### src/rtl/mem_rr_arbiter.sv
// Round-robin arbiter sharing one tagged memory request port between icache and dcache.
// Tracks write-data beats, routes response beats by tag MSB, and limits outstanding reads.
module mem_rr_arbiter #(
    parameter int ADDR_BITS = 28,
    parameter int TAG_BITS  = 5,
    parameter int RD_BEATS  = 4,
    parameter int WR_BEATS  = 4,
    parameter int MAX_OUT   = 4
) (
    input  logic                 clk,
    input  logic                 reset_n,
    input  logic                 ic_req_valid,
    output logic                 ic_req_ready,
    input  logic [ADDR_BITS-1:0] ic_req_addr,
    output logic                 ic_resp_valid,
    input  logic                 dc_req_valid,
    output logic                 dc_req_ready,
    input  logic                 dc_req_rw,
    input  logic [ADDR_BITS-1:0] dc_req_addr,
    output logic                 dc_resp_valid,
    input  logic                 wdata_fire,
    output logic                 mem_req_valid,
    input  logic                 mem_req_ready,
    output logic                 mem_req_rw,
    output logic [ADDR_BITS-1:0] mem_req_addr,
    output logic [TAG_BITS-1:0]  mem_req_tag,
    input  logic                 mem_resp_valid,
    input  logic [TAG_BITS-1:0]  mem_resp_tag,
    output logic                 tag_err
);

    localparam int SEQ_BITS = TAG_BITS - 1;
    localparam int OW = $clog2(MAX_OUT + 1);
    localparam int BW = $clog2(RD_BEATS + 1);
    localparam int WW = $clog2(WR_BEATS + 1);
    localparam logic [OW-1:0] OUT_MAX   = OW'(MAX_OUT);
    localparam logic [BW-1:0] BEAT_LAST = BW'(RD_BEATS - 1);
    localparam logic [WW-1:0] WR_MAX    = WW'(WR_BEATS);

    typedef enum logic [1:0] {IDLE, ISSUE, WDATA} state_t;

    state_t                state, state_nxt;
    logic                  g_src, g_rw, last_grant;
    logic [ADDR_BITS-1:0]  g_addr;
    logic [TAG_BITS-1:0]   g_tag;
    logic [SEQ_BITS-1:0]   seq;
    logic [OW-1:0]         out_cnt;
    logic [BW-1:0]         beat_cnt;
    logic [WW-1:0]         wcnt, wcnt_nxt;
    logic                  ic_elig, dc_elig, pick_dc, grant, handshake;
    logic                  wcount_en, wr_done, resp_ok, rd_last, rd_issue;

    // Writes carry no response, so they bypass the outstanding-read limit.
    assign ic_elig   = ic_req_valid & (out_cnt < OUT_MAX);
    assign dc_elig   = dc_req_valid & (dc_req_rw | (out_cnt < OUT_MAX));
    assign pick_dc   = dc_elig & (~ic_elig | ~last_grant);
    assign grant     = (state == IDLE) & (ic_elig | dc_elig);
    assign handshake = (state == ISSUE) & mem_req_ready;

    assign wcount_en = (((state == ISSUE) & g_rw) | (state == WDATA)) & wdata_fire & (wcnt != WR_MAX);
    assign wcnt_nxt  = wcount_en ? wcnt + WW'(1) : wcnt;
    assign wr_done   = (wcnt_nxt == WR_MAX);

    assign resp_ok   = mem_resp_valid & (out_cnt != '0);
    assign rd_last   = resp_ok & (beat_cnt == BEAT_LAST);
    assign rd_issue  = handshake & ~g_rw;

    assign mem_req_valid = (state == ISSUE);
    assign mem_req_rw    = g_rw;
    assign mem_req_addr  = g_addr;
    assign mem_req_tag   = g_tag;
    assign ic_req_ready  = handshake & ~g_src;
    assign dc_req_ready  = handshake & g_src;
    assign ic_resp_valid = resp_ok & ~mem_resp_tag[TAG_BITS-1];
    assign dc_resp_valid = resp_ok & mem_resp_tag[TAG_BITS-1];

    always_comb begin
        state_nxt = state;
        case (state)
            IDLE:    if (grant) state_nxt = ISSUE;
            ISSUE:   if (mem_req_ready) state_nxt = (~g_rw | wr_done) ? IDLE : WDATA;
            WDATA:   if (wr_done) state_nxt = IDLE;
            default: state_nxt = IDLE;
        endcase
    end

    always_ff @(posedge clk or negedge reset_n) begin
        if (!reset_n) begin
            state      <= IDLE;
            g_src      <= 1'b0;
            g_rw       <= 1'b0;
            g_addr     <= '0;
            g_tag      <= '0;
            last_grant <= 1'b1;
            seq        <= '0;
            wcnt       <= '0;
        end else begin
            state <= state_nxt;
            wcnt  <= (state_nxt == IDLE) ? '0 : wcnt_nxt;
            if (grant) begin
                g_src      <= pick_dc;
                g_rw       <= pick_dc & dc_req_rw;
                g_addr     <= pick_dc ? dc_req_addr : ic_req_addr;
                g_tag      <= {pick_dc, seq};
                last_grant <= pick_dc;
            end
            if (handshake) seq <= seq + SEQ_BITS'(1);
        end
    end

    // Beats of different reads never interleave, so one beat counter suffices.
    always_ff @(posedge clk or negedge reset_n) begin
        if (!reset_n) begin
            out_cnt  <= '0;
            beat_cnt <= '0;
            tag_err  <= 1'b0;
        end else begin
            if (rd_issue & ~rd_last)      out_cnt <= out_cnt + OW'(1);
            else if (~rd_issue & rd_last) out_cnt <= out_cnt - OW'(1);
            if (resp_ok) beat_cnt <= rd_last ? '0 : beat_cnt + BW'(1);
            if (mem_resp_valid & (out_cnt == '0)) tag_err <= 1'b1;
        end
    end

endmodule

### config.mk
export PLATFORM = sky130hd
export DESIGN_NAME = mem_rr_arbiter
export DESIGN_NICKNAME = d
export VERILOG_FILES = /design/src/rtl/mem_rr_arbiter.sv
export SDC_FILE = /design/constraint.sdc
export NUM_CORES = 1
export LEC_CHECK = 0
export CAP_MARGIN = 10
export CORE_UTILIZATION = 31
export DETAILED_ROUTE_END_ITERATION = 12
export HOLD_SLACK_MARGIN = 0.15
export RECOVER_POWER = 100
export SYNTH_ARGS = -nofsm -noshare
export SYNTH_HDL_FRONTEND = slang
export SYNTH_SLANG_ARGS = --single-unit
export TNS_END_PERCENT = 1
### constraint.sdc
create_clock -name clk -period 2.46 [get_ports clk]
set_input_delay 0.369 -clock clk [delete_from_list [all_inputs] [get_ports clk]]
set_output_delay 0.369 -clock clk [all_outputs]
set_load 0.05 [all_outputs]
# == Word-level counts from Yosys, hierarchy flattened ==
# Cells that the tools add are included.
# word_totals
regBits,52
latchBits,0
ram_bits,0
romBits,0
inputBits,69
out_inout_bits,40
wordCells,69
mem_count,0
# op_classes
addsub,5
n_mul,0
div,0
order_cmp,1
n_eq_ne,5
n_shift,0
n_mux,11
n_bitwise,31
n_reduce_logical,5
# op_table
cell,count
$mux W28,1
$and A1 B1 Y1,19
$mux W3,5
$add A3 B1 Y3 const B,3
$mux W2,4
$not A1 Y1,7
$pmux W2 S3,1
$or A1 B1 Y1,5
$add A4 B1 Y4 const B,1
$logic_not A2 Y1,2
$eq A3 B2 Y1 const B,1
$eq A3 B3 Y1 const B,1
$logic_not A3 Y1,1
$lt A3 B3 Y1 const B,1
$ne A3 B3 Y1 const B,1
$reduce_bool A3 Y1,1
$sub A3 B1 Y3 const B,1
$eq A2 B1 Y1 const B,1
$eq A2 B2 Y1 const B,1
$reduce_bool A2 Y1,1

# == Longest topological paths before layout ==
# depth
word_depth,13
mapped_depth,10
ltp_nobuf,10

# == Worst setup path before layout ==
# OpenSTA, ideal clock, no wires.
# synth_path
path_kind,reg-to-reg
start,register state[0]
end,register out_cnt[2]
setup_time_ps,79
arrival_time_ps,2572
t_required_ps,2381
setup_slack_ps,-191
stages_incl_launch_ff,11
n_path_buf,0
synth_period_minus_slack_ps,2651
cell_sequence,dfrtp_1 -> inv_1 -> nor2_1 -> nand2_1 -> nor2_1 -> ha_1 -> inv_1 -> fa_1 -> xor2_1 -> nor2_1 -> xor2_1
# synth_via
elab_chain_len,6
elab_cells_between_ends,8
classes_between,eq/ne: 1; mux: 1; bitwise: 5; reduce/logical: 1
# synth_rtl
element,line,source
"start, declared",42,"state_t state, state_nxt;"
"start signal, assigned",98,state <= state_nxt;
$eq A2 B1 Y1 *,--,
named net mem_req_valid,22,"output logic mem_req_valid,"
$and A1 B1 Y1 *,58,assign handshake = (state == ISSUE) & mem_req_ready;
$and A1 B1 Y1 *,66,assign rd_issue = handshake & ~g_rw;
$not A1 Y1,119,else if (~rd_issue & rd_last) out_cnt <= out_cnt - OW'(1);
$and A1 B1 Y1,119,
$reduce_bool A2 Y1 (no line),--,
"end signal, assigned",118,if (rd_issue & ~rd_last) out_cnt <= out_cnt + OW'(1);
"end signal, assigned",119,
"end, declared",47,logic [OW-1:0] out_cnt;
# The timed path passes the listed nets; every way through them passes the cells marked *.
# A chain may end at the register's enable or synchronous reset.

# == Worst setup path in the final report ==
# layout_path
start,register state[0]
end,output mem_req_valid
# layout_via
elab_chain_len,1
# layout_rtl
element,line,source
$eq A2 B1 Y1,68,assign mem_req_valid = (state == ISSUE);
"end, declared",22,
# No other way between the ends.

==> results.sh <==
export IMPL_status="finished clean"
export IMPL_cts_buffer_depth=2
export IMPL_drv_slew=0
export IMPL_core_area_um2=7770
export IMPL_netlist_area_um2=2510
export IMPL_hold_viol=0
export IMPL_grt_start_max_net_pins=28
export IMPL_cap_viol_max_count=0
export IMPL_synth_simple_gate_area_frac=0.111
export IMPL_grt_pass1_wl_um=9080
export IMPL_fp_dieArea_um2=8450
export IMPL_ys_flop_type="dfrtp_1"
export IMPL_worst_pin_slew_ns=1.44
export IMPL_numCtsBuffers=5
export IMPL_cp_end_kind="output pin"
export IMPL_path_clk_slew_ns=0.10
export IMPL_dp_hpwl_um=4240
export IMPL_die_y_um=91.9
export IMPL_netlist_top_cells_count="dfrtp_1, nand2_1, mux2i_1"
export IMPL_yosys_area_top_type="dfrtp_1"
export IMPL_insertion_delay_ns=0.30
export IMPL_io_buffers=104
export IMPL_num_rows=32
export IMPL_synth_compound_area_frac=0.110
export IMPL_start_util=0.323
export IMPL_fin_cells=441
export IMPL_cts_root_buffer="clkbuf_8"
export IMPL_drt_iter0_markers=81
export IMPL_synth_edf_count=0
export IMPL_ant_nets=0
export IMPL_rr_worst_depth=5
export IMPL_antenna_found_initial=0
export IMPL_synth_warnings=0
export IMPL_final_layout_size_suffix_gt1_frac=0.0649
export IMPL_total_power_mw=4.87
export IMPL_max_freq_mhz=440
export IMPL_nNetsFinal=413
export IMPL_hp_class="flip-flop to flip-flop"
export IMPL_firstDrtPassIters=3
export IMPL_viasPerCell=4.45
export IMPL_syn_nets=303
export IMPL_cts_resized=0
export IMPL_synth_fa_ha_area_frac=0.0330
export IMPL_synth_top_family_by_area="multiplexers"
export IMPL_post_drt_wl_per_cell_um=12.3
export IMPL_ys_ff_latch=51
export IMPL_htreeDepth=2
export IMPL_min_path_cells=1
export IMPL_synth_avg_cell_area_um2=11.0
export IMPL_finalSetupViolCount=0
export IMPL_p_leak_nw=1.74
export IMPL_crit_path_start_kind="flip-flop"
export IMPL_ys_top_cells_by_area="dfrtp_1, mux2i_1, nand2_1"
export IMPL_num_vias=1962
export IMPL_layout_min_cycle_time_ns=2.27
export IMPL_r2r_setup_slack_ns=0.43
export IMPL_final_setup_tns_ns=0
export IMPL_path_class="flip-flop to output pin"
export IMPL_synth_xor_area_frac=0.0245
export IMPL_routed_wl_um=5440
export IMPL_n_antenna_cell=0
export IMPL_muxShareOfSynthArea=0.165
export IMPL_cts_tree="built"
export IMPL_synth_distinct_cells=40
export IMPL_cp_data_required_time_ns=2.09
export IMPL_globalRouteOverflowTotal=0
export IMPL_ir_drop_mv=0.476
export IMPL_gp_congestion=0.748
export IMPL_slew_headroom=0.0427
export IMPL_fin_skew_ns=0.0129
export IMPL_yosysSeqAreaShare=0.510
export IMPL_placed_cells=432
export IMPL_rsz0062_at_grt="no"
export IMPL_pwr_density_cell_nw_per_um2=1310
export IMPL_synth_top_area_frac=0.499
export IMPL_grt_pass1_vias=1987
export IMPL_ios=109
export IMPL_num_fill_cells=772
export IMPL_worst_endpoint_arrival_ns=1.90
export IMPL_syn_inst=228
export IMPL_numClockSinks=51
export IMPL_dieWidth_um=91.9
export IMPL_area_delta_synth_final_pct=48.7
export IMPL_drcViolationCount=0
export IMPL_path_max_fanout=6
export IMPL_synthArstFlopShare=1.00
export IMPL_grt_usage=0.135
export IMPL_yosysMostFrequentCell="dfrtp_1"
export IMPL_post_route_period_util=0.924
==> through the flow <==
stage                     utilization  cell area (um2)  setup WS, ns  hold WS (ns)
after detailed placement        0.476             3690         0.220         0.411
after CTS                       0.490             3810         0.216         0.471
final                           0.480             3730         0.187         0.457
after global placement          0.476             3690         0.273         0.420
after global routing            0.480             3730         0.104         0.489
after floorplan                     -             2510         0.123        0.0734
==> repair_timing <==
item                                    CTS  global route
hold buffers                              1             0
setup buffers                             0             0
endpoints found under the setup margin    0             0
hold endpoints to repair                 24             0
==> routing by layer <==
layer,vias to the layer above,share of wire,wire length (um),global-route usage
li1,1003,-,-,-
met1,898,0.43,2360,0.170
met2,57,0.50,2700,0.227
met3,4,0.063,341,0.0390
met4,0,0.0079,43,0.0352
met5,-,0,0,0
==> area by class of cell <==
| cell class | count | area [um2] | share of cell area |
|---|---|---|---|
| timing repair buffer | 114 | 1100 | 0.295 |
| inverter | 6 | 22.5 | 0.00604 |
| clock inverter | 1 | 7.51 | 0.00201 |
| clock buffer | 7 | 96.3 | 0.0258 |
| tap | 102 | 128 | 0.0342 |
| sequential | 51 | 1280 | 0.343 |
| multi-input combinational | 160 | 1100 | 0.294 |
==> power breakdown <==
group	switching, mW	leakage (nW)	internal, mW
Clock	0.276	0.0505	0.256
Combinational	1.84	1.06	1.00
Sequential	0.250	0.626	1.24
==> worst paths after layout <==
kind | start | to
max in group asynchronous | reset_n | last_grant$_DFFE_PN1P_
max | state[0]$_DFF_PN0_ | mem_req_valid
min reg2reg | tag_err$_DFFE_PN0P_ | tag_err$_DFFE_PN0P_
min | tag_err$_DFFE_PN0P_ | tag_err$_DFFE_PN0P_
min in group asynchronous | reset_n | mem_req_tag[2]$_DFFE_PN0P_
max reg2reg | out_cnt[2]$_DFFE_PN0P_ | mem_req_addr[15]$_DFFE_PN0P_
==> worst max-delay path, cell delays in order (launching register included) <==
cell and delay (ns):
dfrtp_1 0.42, inv_1 0.09, nor2_2 0.19, dlygate4sd3_1 0.91
==> cell usage in the layout, fill, tap and decap left out, types with 3 or more instances in the layout <==
| cell type | n |
|---|---|
| ha_1 | 5 |
| o21ai_1 | 3 |
| nand3_1 | 3 |
| nand2_1 | 36 |
| mux2i_1 | 32 |
| inv_1 | 6 |
| nor2_1 | 8 |
| mux2_2 | 3 |
| o21ai_0 | 29 |
| xnor2_1 | 5 |
| clkbuf_1 | 7 |
| clkdlybuf4s50_1 | 60 |
| buf_4 | 3 |
| nor2b_1 | 3 |
| clkbuf_8 | 7 |
| dfrtp_1 | 50 |
| dlygate4sd3_1 | 40 |
==> logic make-up (layout without fill, tap and decap cells) <==
family,after synthesis,in the layout
xor gates and xnor gates,7,7
AOI/OAI and AO/OA,46,46
and+or+nand+nor,62,62
muxes,39,39
adders and majority gates,6,6
buffers and inverters,17,128
DFF,51,51
==> state kept, by name, summed over array words and instances (netlist names) <==
register,count
mem_req_addr,28
mem_req_tag,4
seq,4
beat_cnt,3
out_cnt,3
wcnt,3
state,2
g_src,1
last_grant,1
mem_req_rw,1
tag_err,1
No activity file was read; power rests on OpenSTA's default activity.
